**src/rtl/feature_window_reader.sv**
```systemverilog
// feature_window_reader: pops an FWFT feature map in raster order and emits K x K sliding windows
module feature_window_reader #(
  parameter int DATA_W = 8,
  parameter int IMG_W  = 27,
  parameter int IMG_H  = 27,
  parameter int K      = 3
) (
  input  logic                     clk,
  input  logic                     rst,
  input  logic                     start,
  input  logic                     feature_valid,
  input  logic [DATA_W-1:0]        in_feature,
  output logic                     rd_en,
  input  logic                     window_ready,
  output logic                     window_valid,
  output logic [K*K*DATA_W-1:0]    window,
  output logic                     busy,
  output logic                     frame_done
);
  typedef enum logic [1:0] {IDLE, RUN, DRAIN, DONE} state_t;
  localparam int CW = $clog2(IMG_W);
  localparam int RW = $clog2(IMG_H);
  state_t state_q, state_d;
  logic [CW-1:0] col_q, col_d;
  logic [RW-1:0] row_q, row_d;
  logic [K*K*DATA_W-1:0] win_q, win_d;
  logic wv_q, wv_d;
  logic [DATA_W-1:0] lb_q [K-1][IMG_W];
  logic [DATA_W-1:0] tap [K];
  logic col_last, row_last, emit;
  assign col_last     = col_q == CW'(IMG_W-1);
  assign row_last     = row_q == RW'(IMG_H-1);
  assign emit         = (row_q >= RW'(K-1)) && (col_q >= CW'(K-1));
  assign rd_en        = (state_q == RUN) & feature_valid & ~(wv_q & ~window_ready);
  assign window_valid = wv_q;
  assign window       = win_q;
  assign busy         = state_q != IDLE;
  assign frame_done   = state_q == DONE;
  // tap[0] is the oldest row, tap[K-1] the pixel being accepted
  always_comb begin
    for (int i = 0; i < K-1; i++) tap[i] = lb_q[K-2-i][col_q];
    tap[K-1] = in_feature;
  end
  always_comb begin
    state_d = state_q;
    col_d   = col_q;
    row_d   = row_q;
    win_d   = win_q;
    wv_d    = wv_q & ~window_ready;
    case (state_q)
      IDLE:    if (start) begin
        state_d = RUN;
        col_d   = '0;
        row_d   = '0;
      end
      RUN:     state_d = (rd_en && col_last && row_last) ? DRAIN : RUN;
      DRAIN:   state_d = (!wv_q || window_ready) ? DONE : DRAIN;
      default: state_d = IDLE;
    endcase
    if (rd_en) begin
      col_d = col_last ? '0 : col_q + 1'b1;
      row_d = col_last ? (row_last ? '0 : row_q + 1'b1) : row_q;
      wv_d  = emit | wv_d;
      win_d = win_q >> DATA_W;
      for (int i = 0; i < K; i++) win_d[(i*K+K-1)*DATA_W +: DATA_W] = tap[i];
    end
  end
  always_ff @(posedge clk) begin
    if (rst) begin
      state_q <= IDLE;
      col_q   <= '0;
      row_q   <= '0;
      win_q   <= '0;
      wv_q    <= 1'b0;
    end else begin
      state_q <= state_d;
      col_q   <= col_d;
      row_q   <= row_d;
      win_q   <= win_d;
      wv_q    <= wv_d;
    end
  end
  // line buffers are never cleared: every row is rewritten before it is read
  always_ff @(posedge clk) begin
    if (rd_en) begin
      lb_q[0][col_q] <= in_feature;
      for (int m = 1; m < K-1; m++) lb_q[m][col_q] <= lb_q[m-1][col_q];
    end
  end
endmodule
```
**config.mk**
```make
export PLATFORM = sky130hd
export DESIGN_NAME = feature_window_reader
export DESIGN_NICKNAME = d
export VERILOG_FILES = /design/src/rtl/feature_window_reader.sv
export SDC_FILE = /design/constraint.sdc
export NUM_CORES = 1
export LEC_CHECK = 0
export CORE_ASPECT_RATIO = 1.75
export CORE_MARGIN = 2
export CORE_UTILIZATION = 60
export DETAILED_ROUTE_END_ITERATION = 8
export GPL_ROUTABILITY_DRIVEN = 0
export HOLD_SLACK_MARGIN = 0.02
export PLACE_DENSITY = 0.77
export REMOVE_ABC_BUFFERS = 1
export SLEW_MARGIN = 40
export SYNTH_ARGS = -nofsm -noshare
export SYNTH_HDL_FRONTEND = slang
export SYNTH_SLANG_ARGS = --single-unit
```
**constraint.sdc**
```tcl
create_clock -name clk -period 2.95 [get_ports clk]
set_clock_uncertainty 0.2 [all_clocks]
set_input_delay 0.295 -clock clk [delete_from_list [all_inputs] [get_ports clk]]
set_output_delay 0.295 -clock clk [all_outputs]
set_load 0.02 [all_outputs]
```
==> flow_summary.toml <==
[outcome]
status = "complete, no violations"

[power]
switching_share_pct = 20.24
switchingPower_w = 0.002944
pwr-share-comb_pct = 4.3
seq_power_share_pct = 54.9
p_per_area_nw_per_um2 = 622.4
p_int_w = 0.01160
ir_drop_mv = 0.5214
pwr-share-clk_pct = 40.8
leakage_nw = 7.482

[sta]
rsz0062_at_grt = "false"
hold_viol = 0
fin_setup_tns_ps = 0
period_minus_slack_ps = 2774
hold_slack_ps = 22.41
period_share_pct = 94.04
max_slew.worst_pin.slew_ps = 681.6
fin_ws_ps = 175.7
fmax_ghz = 0.3604
final-setup-viol-count = 0
relSlewSlack_pct = 54.56
slew_viol_final = 0

[synthesis]
ys_types = 60
avgSynthCellArea_um2 = 16.44
yosysTopAreaCell = "edfxtp_1"
synthTopCellsByArea = "edfxtp_1, dfxtp_1, mux4_2"
muxShareOfSynthArea_pct = 12.49
synth_top_family_by_area = "multiplexers"
synth-simple-area-share_pct = 6.299
synth-warning-count = 0
synth_top_cells_by_count = "edfxtp_1, nand2_1, dfxtp_1"
synth.most_common_cell = "edfxtp_1"
synthAdderAreaFrac_pct = 0.3749
synth_edf_count = 432
ys_ff_latch = 517
ys.flop_type = "edfxtp_1"
ys_async_sr_fraction_pct = 0
synthesis.area_um2 = 20020
synth_compound_area_share_pct = 5.243
netlist.area_leader.share_pct = 64.79
yosysSeqAreaShare_pct = 73.29
syn_inst = 1218
synth_xor_area_share_pct = 0.1750

[worst_setup_path]
crit_chain = "nand3b_1 > nand2b_2 > clkinv_2 > clkdlybuf4s50_1"
critPathCaptureType = "primary output"
setup.worst_path.start = "state_q[1]"
worstPathArrival_ps = 2280
start_kind = "flip-flop"
path_max_fanout = 15
critPathMaxStageDelay_ps = 740
crit_required_ps = 2460
slowest_stage = "clkdlybuf4s50_1"
rr_startpoint = "col_q[1]"
critPathKind = "reg -> out"

[placed_design]
dp_slack_ps = 256.3
io_buffers = 88
dpl_cell_area_um2 = 21880
dp_hpwl_um = 30440

[clock_network]
insertion_delay_ps = 570
post_cts_resized = 0
cts_buffers = 45
cts.repair_timing.setup_buffer_count = 0
clkSinkCount = 517
cts.clk_slew.worst_paths_ps = 70
cts_tree = "yes"
htreeDepth = 2
clockBufferDepth = 3
cts-hold-fix-buffers = 0
root_buffer = "clkbuf_16"

[detailed_routing]
dr_total_vias = 11560
drc = 0
drtAntennaViolNets = 0
viasPerCell = 6.343
drt_iter0_markers = 1227
avgRoutedWirePerCell_um = 25.41
wirelength_um = 46300
dr.pass1.iters = 6

[grt]
overflow = 0
grt_max_degree = 61
grt_use_total_pct = 27.33
grt_pass1_vias = 11780
antenna_found_initial = 0
grt_pass1_wl_um = 70090

[worst_hold_path]
hold_class = "in -> reg"
min_from = "in_feature[5]"

[floorplan]
io_pins = 89
dieArea_um2 = 34910
die_h_um = 245.7
die_x_um = 142.1
coreArea_um2 = 32920
fp-row-count = 88
initial_core_util_pct = 60.82

[finish]
ff_latch_area_um2 = 14680
drive_above_1_share_pct = 20.04
stdcell_area_um2 = 23370
fin_util_pct = 70.99
area_growth_pct = 16.72
multi_input_area_um2 = 4925
fillCellCount = 2063
n_antenna_cell = 0
nets = 1399

[flow_run]
cap_violations = 0
==> stage by stage <==
stage,total power (W),std cells
after global placement,0.008754,1738
final,0.01454,1822
after CTS,0.01460,1822
after detailed placement,0.008771,1738
after floorplan,0.008462,1148
after global routing,0.01492,1822
==> power groups by stage <==
| stage | logic [W] | registers [W] | clock network [W] |
|---|---|---|---|
| floorplan | 0.000262 | 0.00820 | 0 |
| global placement | 0.000605 | 0.00815 | 0 |
| detailed placement | 0.000620 | 0.00815 | 0 |
| CTS | 0.000623 | 0.00799 | 0.00599 |
| global route | 0.000662 | 0.00799 | 0.00627 |
| finish | 0.000622 | 0.00799 | 0.00593 |
==> routing by layer <==
layer	share of wire, %	track usage, %
met2	53	48.82
met1	35	32.82
met4	4.8	12.91
met3	6.6	3.447
met5	0	0
==> cell families after synthesis <==
kind of cell,count (synthesis)
buffers and inverters,79
adders and majority gates,6
xor gates and xnor gates,4
AOI/OAI and AO/OA,165
DFF,517
muxes,155
and+or+nand+nor,292
==> registers in the layout, indices dropped and copies added, names as in the netlist <==
register      count
row_q             5
window_valid      1
window           72
lb_q            432
state_q           2
col_q             5
==> worst paths after layout <==
check | depth (start not counted) | slack, ps | endpoint
worst max-delay path | 4 | 180 | rd_en
worst min register to register | 2 | 250 | window[25]
worst min-delay path | 1 | 20 | lb_q[0][85]
worst max register to register | 8 | 210 | lb_q[0][220]
==> placed cells by master (no fill, tap or decap), drive strengths merged, types with 7 or more instances in the layout <==
cell and instances:
a211oi 10, a21oi 73, a22oi 13, buf 99
clkbuf 56, clkdlybuf4s50 86, clkinv 23, dfxtp 85
edfxtp 432, inv 9, mux2 33, mux2i 50
mux4 72, nand2 146, nand2b 11, nor2 77
nor2b 13, nor3 17, o211ai 7, o21ai 8
o22ai 16
==> worst max-delay path, delay by kind of cell, from the launching register on <==
| family | cells | cell delay, ps |
|---|---|---|
| buffers and inverters | 2 | 930 |
| flip-flops | 1 | 330 |
| AND/OR/NAND/NOR | 2 | 450 |
==> area by class of cell <==
class	instances	area share [%]
Sequential cell	517	62.83
Multi-Input combinational cell	622	21.07
Timing Repair Buffer	185	7.388
Clock buffer	56	5.263
Tap cell	405	2.168
Clock inverter	28	1.130
Inverter	9	0.1499
Power figures use the tool's default switching activity.
